--- src/rtl/fib_pkg.sv ---
// Types and widths shared between the Fibonacci stage and its result collector.
// A collector entry is a result tagged with the request index that produced it.
package fib_pkg;

   localparam int FIB_N_W    = 4;
   localparam int FIB_DATA_W = 32;

   typedef struct packed {
      logic [FIB_N_W-1:0]    n;
      logic [FIB_DATA_W-1:0] data;
   } fib_entry_t;

   function automatic fib_entry_t make_entry(input logic [FIB_N_W-1:0]    n_v,
                                             input logic [FIB_DATA_W-1:0] data_v);
      fib_entry_t e;
      e.n    = n_v;
      e.data = data_v;
      return e;
   endfunction

endpackage

--- src/rtl/fib_sync_fifo.sv ---
// Generic show-ahead synchronous FIFO with register-array storage.
// Pointers carry one extra MSB so matching addresses can be told apart as full or empty.
module fib_sync_fifo #(
   parameter int WIDTH = 36,
   parameter int DEPTH = 8
) (
   input  logic                       clk,
   input  logic                       resetn,
   input  logic                       push_i,
   input  logic [WIDTH-1:0]           wdata_i,
   input  logic                       pop_i,
   output logic [WIDTH-1:0]           rdata_o,
   output logic                       full_o,
   output logic                       empty_o,
   output logic [$clog2(DEPTH+1)-1:0] level_o
);

   localparam int AW = $clog2(DEPTH);
   localparam int LW = $clog2(DEPTH+1);
   localparam logic [AW:0] PTR_ONE = 1;

   logic [AW:0]      wr_ptr_q, wr_ptr_d;
   logic [AW:0]      rd_ptr_q, rd_ptr_d;
   logic [WIDTH-1:0] mem_q [DEPTH];
   logic             do_push, do_pop;

   assign empty_o = (wr_ptr_q == rd_ptr_q);
   assign full_o  = (wr_ptr_q[AW] != rd_ptr_q[AW]) &&
                    (wr_ptr_q[AW-1:0] == rd_ptr_q[AW-1:0]);
   assign level_o = LW'(wr_ptr_q - rd_ptr_q);
   assign rdata_o = mem_q[rd_ptr_q[AW-1:0]];

   // A pop frees the slot a same-cycle push needs, so a full FIFO still accepts then.
   assign do_pop  = pop_i && !empty_o;
   assign do_push = push_i && (!full_o || do_pop);

   always_comb begin
      wr_ptr_d = wr_ptr_q;
      rd_ptr_d = rd_ptr_q;
      if (do_push) begin
         wr_ptr_d = wr_ptr_q + PTR_ONE;
      end
      if (do_pop) begin
         rd_ptr_d = rd_ptr_q + PTR_ONE;
      end
   end

   always_ff @(posedge clk) begin
      if (!resetn) begin
         wr_ptr_q <= '0;
         rd_ptr_q <= '0;
      end else begin
         wr_ptr_q <= wr_ptr_d;
         rd_ptr_q <= rd_ptr_d;
      end
   end

   always_ff @(posedge clk) begin
      if (do_push) begin
         mem_q[wr_ptr_q[AW-1:0]] <= wdata_i;
      end
   end

endmodule

--- src/rtl/fib_result_collector.sv ---
// Captures every Fibonacci stage result once, tags it with its request index and
// queues it for a valid/ready consumer; results arriving while the queue is full are counted.
module fib_result_collector
   import fib_pkg::*;
#(
   parameter int DEPTH  = 8,
   parameter int DATA_W = FIB_DATA_W,
   parameter int N_W    = FIB_N_W,
   parameter int CNT_W  = 16
) (
   input  logic                       clk,
   input  logic                       resetn,
   input  logic                       start,
   input  logic [N_W-1:0]             n,
   input  logic [DATA_W-1:0]          data,
   output logic                       out_valid,
   input  logic                       out_ready,
   output logic [N_W-1:0]             out_n,
   output logic [DATA_W-1:0]          out_data,
   output logic [$clog2(DEPTH+1)-1:0] level,
   output logic                       full,
   output logic                       overflow,
   output logic [CNT_W-1:0]           drop_cnt,
   input  logic                       clr_ovf
);

   localparam int ENTRY_W = N_W + DATA_W;
   localparam logic [CNT_W-1:0] CNT_ONE = 1;

   logic               cap_vld_q;
   logic [N_W-1:0]     cap_n_q;
   logic               overflow_q, overflow_d;
   logic [CNT_W-1:0]   drop_cnt_q, drop_cnt_d;
   logic [ENTRY_W-1:0] head;
   logic               fifo_empty, fifo_full, pop, drop;

   // The stage's data register updates on the edge that samples start, so the result
   // for a request is on data during the cycle after start, while cap_vld_q is high.
   always_ff @(posedge clk) begin
      if (!resetn) begin
         cap_vld_q <= 1'b0;
         cap_n_q   <= '0;
      end else begin
         cap_vld_q <= start;
         cap_n_q   <= n;
      end
   end

   fib_sync_fifo #(
      .WIDTH (ENTRY_W),
      .DEPTH (DEPTH)
   ) u_fifo (
      .clk     (clk),
      .resetn  (resetn),
      .push_i  (cap_vld_q),
      .wdata_i ({cap_n_q, data}),
      .pop_i   (pop),
      .rdata_o (head),
      .full_o  (fifo_full),
      .empty_o (fifo_empty),
      .level_o (level)
   );

   // Handshake: out_valid stays high with a stable head until the consumer takes it;
   // an entry leaves on any rising edge where out_valid && out_ready.
   assign out_valid = !fifo_empty;
   assign pop       = out_valid && out_ready;
   assign out_n     = head[DATA_W +: N_W];
   assign out_data  = head[DATA_W-1:0];
   assign full      = fifo_full;
   assign drop      = cap_vld_q && fifo_full && !pop;

   always_comb begin
      overflow_d = overflow_q;
      drop_cnt_d = drop_cnt_q;
      if (clr_ovf) begin
         overflow_d = 1'b0;
         drop_cnt_d = '0;
      end else if (drop) begin
         overflow_d = 1'b1;
         if (drop_cnt_q != '1) begin
            drop_cnt_d = drop_cnt_q + CNT_ONE;
         end
      end
   end

   always_ff @(posedge clk) begin
      if (!resetn) begin
         overflow_q <= 1'b0;
         drop_cnt_q <= '0;
      end else begin
         overflow_q <= overflow_d;
         drop_cnt_q <= drop_cnt_d;
      end
   end

   assign overflow = overflow_q;
   assign drop_cnt = drop_cnt_q;

endmodule

--- config.mk ---
export PLATFORM = sky130hd
export DESIGN_NAME = fib_result_collector
export DESIGN_NICKNAME = d
export VERILOG_FILES = /design/src/rtl/fib_pkg.sv /design/src/rtl/fib_sync_fifo.sv /design/src/rtl/fib_result_collector.sv
export SDC_FILE = /design/constraint.sdc
export NUM_CORES = 1
export LEC_CHECK = 0
export ABC_AREA = 1
export CAP_MARGIN = 20
export CORE_UTILIZATION = 45
export DETAILED_ROUTE_END_ITERATION = 7
export GPL_TIMING_DRIVEN = 0
export MAX_ROUTING_LAYER = met4
export REMOVE_ABC_BUFFERS = 1
export SYNTH_ARGS = -nofsm -noshare
export SYNTH_HDL_FRONTEND = slang
export SYNTH_SLANG_ARGS = --single-unit
--- constraint.sdc ---
create_clock -name clk -period 5.5 [get_ports clk]
set_input_delay 1.1 -clock clk [delete_from_list [all_inputs] [get_ports clk]]
set_output_delay 1.1 -clock clk [all_outputs]
set_load 0.01 [all_outputs]
==> flow_metrics.py <==
metrics = {
    "run_status": {
        "status": "finished clean",
    },
    "floorplan": {
        "die_h_um": 171,
        "placementRows": 61,
        "coreArea_um2": 28000,
        "io_pins": 100,
        "die_width_um": 171,
        "start_util_pct": 46.0,
        "dieArea_um2": 29300,
    },
    "global_route": {
        "grt_pass1_vias": 7972,
        "grt_first_pass_wirelength_um": 42900,
        "grt_max_degree": 78,
        "overflow": 0,
        "grt.total_usage_pct": 19.8,
        "antenna_found_initial": 0,
    },
    "sta": {
        "fin_skew_ns": 0.0117,
        "finalCritPeriodShare_pct": 85.1,
        "max_clock_freq_mhz": 214,
        "relSlewSlack_pct": 40.0,
        "setup_viol": 0,
        "finalWorstSetupSlack_ns": 0.820,
        "fin_setup_tns_ns": 0,
        "maxSlewViolCount": 0,
        "tightest_slew_ns": 0.899,
        "rsz0062_at_grt": "false",
        "fin_crit_ns": 4.68,
        "finalHoldViolations": 0,
    },
    "flow_run": {
        "max-cap-violations": 0,
    },
    "detailed_routing": {
        "vias": 8232,
        "drc_errors": 0,
        "detail_route.iter0.violations": 532,
        "wl_per_cell_um": 17.4,
        "ant_nets": 0,
        "drt-pass1-iter-count": 5,
        "routed_wl_um": 27900,
        "routed_via_density": 5.13,
    },
    "placed_design": {
        "gp_congestion": 0.774,
        "pre_cts_ws_ns": 1.32,
        "port_buffers": 99,
        "place_hpwl_um": 14800,
        "place_area_um2": 14500,
    },
    "clocking": {
        "cts.sinks": 321,
        "cts_hold_buf": 0,
        "cts_root_buffer": "clkbuf_16",
        "clk_latency_ns": 0.51,
        "post_cts_buffers": 0,
        "htreeDepth": 2,
        "cts_buffers": 35,
        "cts_tree": "built",
        "clock_path_buffers": 3,
        "cts_resized": 0,
        "clkTransAtPathRegs_ns": 0.06,
    },
    "setup_path": {
        "path_class": "reg -> out",
        "start_kind": "flop",
        "crit_path_max_fanout": 37,
        "worstPathArrival_ns": 3.58,
        "required_ns": 4.40,
        "cp-end-kind": "output port",
        "r2r_cells": 9,
    },
    "pwr": {
        "p_sw_mw": 1.41,
        "p_comb_share_pct": 14.1,
        "powerDensity_nw_per_um2": 367,
        "seqPwrFrac_pct": 48.1,
        "power.internal_mw": 4.29,
        "vdd_drop_max_mv": 0.180,
        "power_frac_clock_pct": 37.8,
        "p_leak_nw": 5.25,
        "swShare_pct": 24.8,
        "p_total_mw": 5.70,
    },
    "yosys": {
        "synth_area_um2": 12900,
        "synth_cell_types": 29,
        "synthCells": 1107,
        "syn-mean-instance-area_um2": 11.7,
        "yosys-top-cells-area": "edfxtp_1 (67%), nor2_1 (6.2%), o21ai_0 (5.4%), nand2_1 (5.2%), dfxtp_1 (5.1%)",
        "synth.top_cell.area_share_pct": 67.0,
        "yosys_warnings": 0,
        "synth-seq-cells": 321,
        "seq_area_frac_synth_pct": 72.2,
        "synth_top_area_cell": "edfxtp_1",
    },
    "cells_and_area": {
        "drive_gt1_share_pct": 7.57,
        "fillers": 2327,
        "fin_nets": 1249,
        "areaGrowthSynthToFinish_pct": 20.4,
        "layout_commonest_cell": "edfxtp_1",
        "post-route-cell-area_um2": 15500,
        "final_cell_mix": "edfxtp_1 (288), nor2_1 (207), nand2_1 (177)",
        "diodes": 0,
        "final_util_pct": 55.4,
    },
    "hold_path": {
        "min_path_type": "reg -> reg",
        "whs_path_depth": 1,
    },
}
## synth_stat cells
cell,count
ha_1,6
nor3_1,4
fa_1,1
clkbuf_1,34
inv_2,3
o21a_1,1
nor2_1,214
nor2_4,3
a21oi_1,48
edfxtp_1,288
buf_4,5
xor2_1,7
xnor2_1,3
o21ai_1,12
nand2_1,177
nand3_1,13
inv_1,35
buf_2,9
buf_1,7
o21ai_0,140
nor2_2,2
buf_6,2
nand4_1,7
a31oi_1,36
nand2_2,7
nand2_4,1
clkinv_1,1
dfxtp_1,33
a21oi_2,8
## logic make-up (layout without fill, tap and decap cells)
| group | count (synthesis) | after routing | synth area share (%) |
|---|---|---|---|
| xor+xnor | 10 | 10 | 0.679 |
| compound gates | 245 | 245 | 10.1 |
| buf+inv | 96 | 217 | 3.14 |
| flops | 321 | 321 | 72.2 |
| fa+ha+maj | 7 | 7 | 0.737 |
| simple gates | 428 | 428 | 13.2 |
## layer usage
metal	vias up	wire [um]	global-route usage [%]	share of wire, %
met2	194	13500	33.1	48
met4	0	485	5.63	1.7
met3	38	1520	3.45	5.4
met1	3920	12400	24.8	44
met5	-	0	-	0
li1	4080	-	-	-
## final timing paths
check / endpoint / from / slack (ns)
setup / recovery: out_data[25] / flop / 0.82
hold / removal: overflow$_SDFFE_PP0P_ / overflow$_SDFFE_PP0P_ / 0.47
setup reg to reg: u_fifo.mem_q[0][2]$_DFFE_PP_ / u_fifo.wr_ptr_q[1]$_SDFFE_PN0P_ / 2.71
hold reg to reg: overflow$_SDFFE_PP0P_ / overflow$_SDFFE_PP0P_ / 0.47
## worst max-delay path, stage by stage (launching register included)
cell and delay [ns]:
dfxtp_2 0.92, clkinv_2 0.94, a31oi_1 0.57, clkdlybuf4s50_1 0.61
## area by class of cell
cell class | count | area [um^2] | share of cell area (%)
sequential | 321 | 9320 | 60.0
multi-input combinational | 690 | 3240 | 20.9
timing repair buffer | 114 | 1270 | 8.19
clock buffer | 43 | 927 | 5.97
tap | 378 | 473 | 3.05
inverter | 39 | 153 | 0.983
clock inverter | 21 | 140 | 0.903
## per-stage QoR
stage | instances | hold WS (ns)
2_1_floorplan | 1050 | 0.457
3_3_place_gp | 1527 | 0.457
3_5_place_dp | 1542 | 0.458
4_1_cts | 1606 | 0.477
5_1_grt | 1606 | 0.509
6_report | 1606 | 0.475
## power groups by stage
stage | clock [mW] | combinational (mW) | sequential, mW
after global routing | 2.28 | 0.893 | 2.75
final | 2.15 | 0.802 | 2.74
after floorplan | 0 | 0.376 | 2.81
after global placement | 0 | 0.737 | 2.86
after detailed placement | 0 | 0.810 | 2.79
after CTS | 2.19 | 0.815 | 2.74
## sequential cells by signal (all words and copies together) (netlist names), named ones only
register         flops
cap_n_q              4
drop_cnt            16
u_fifo.mem_q       288
cap_vld_q            1
u_fifo.rd_ptr_q      4
overflow             1
u_fifo.wr_ptr_q      4
Power figures use the tool's default switching activity.
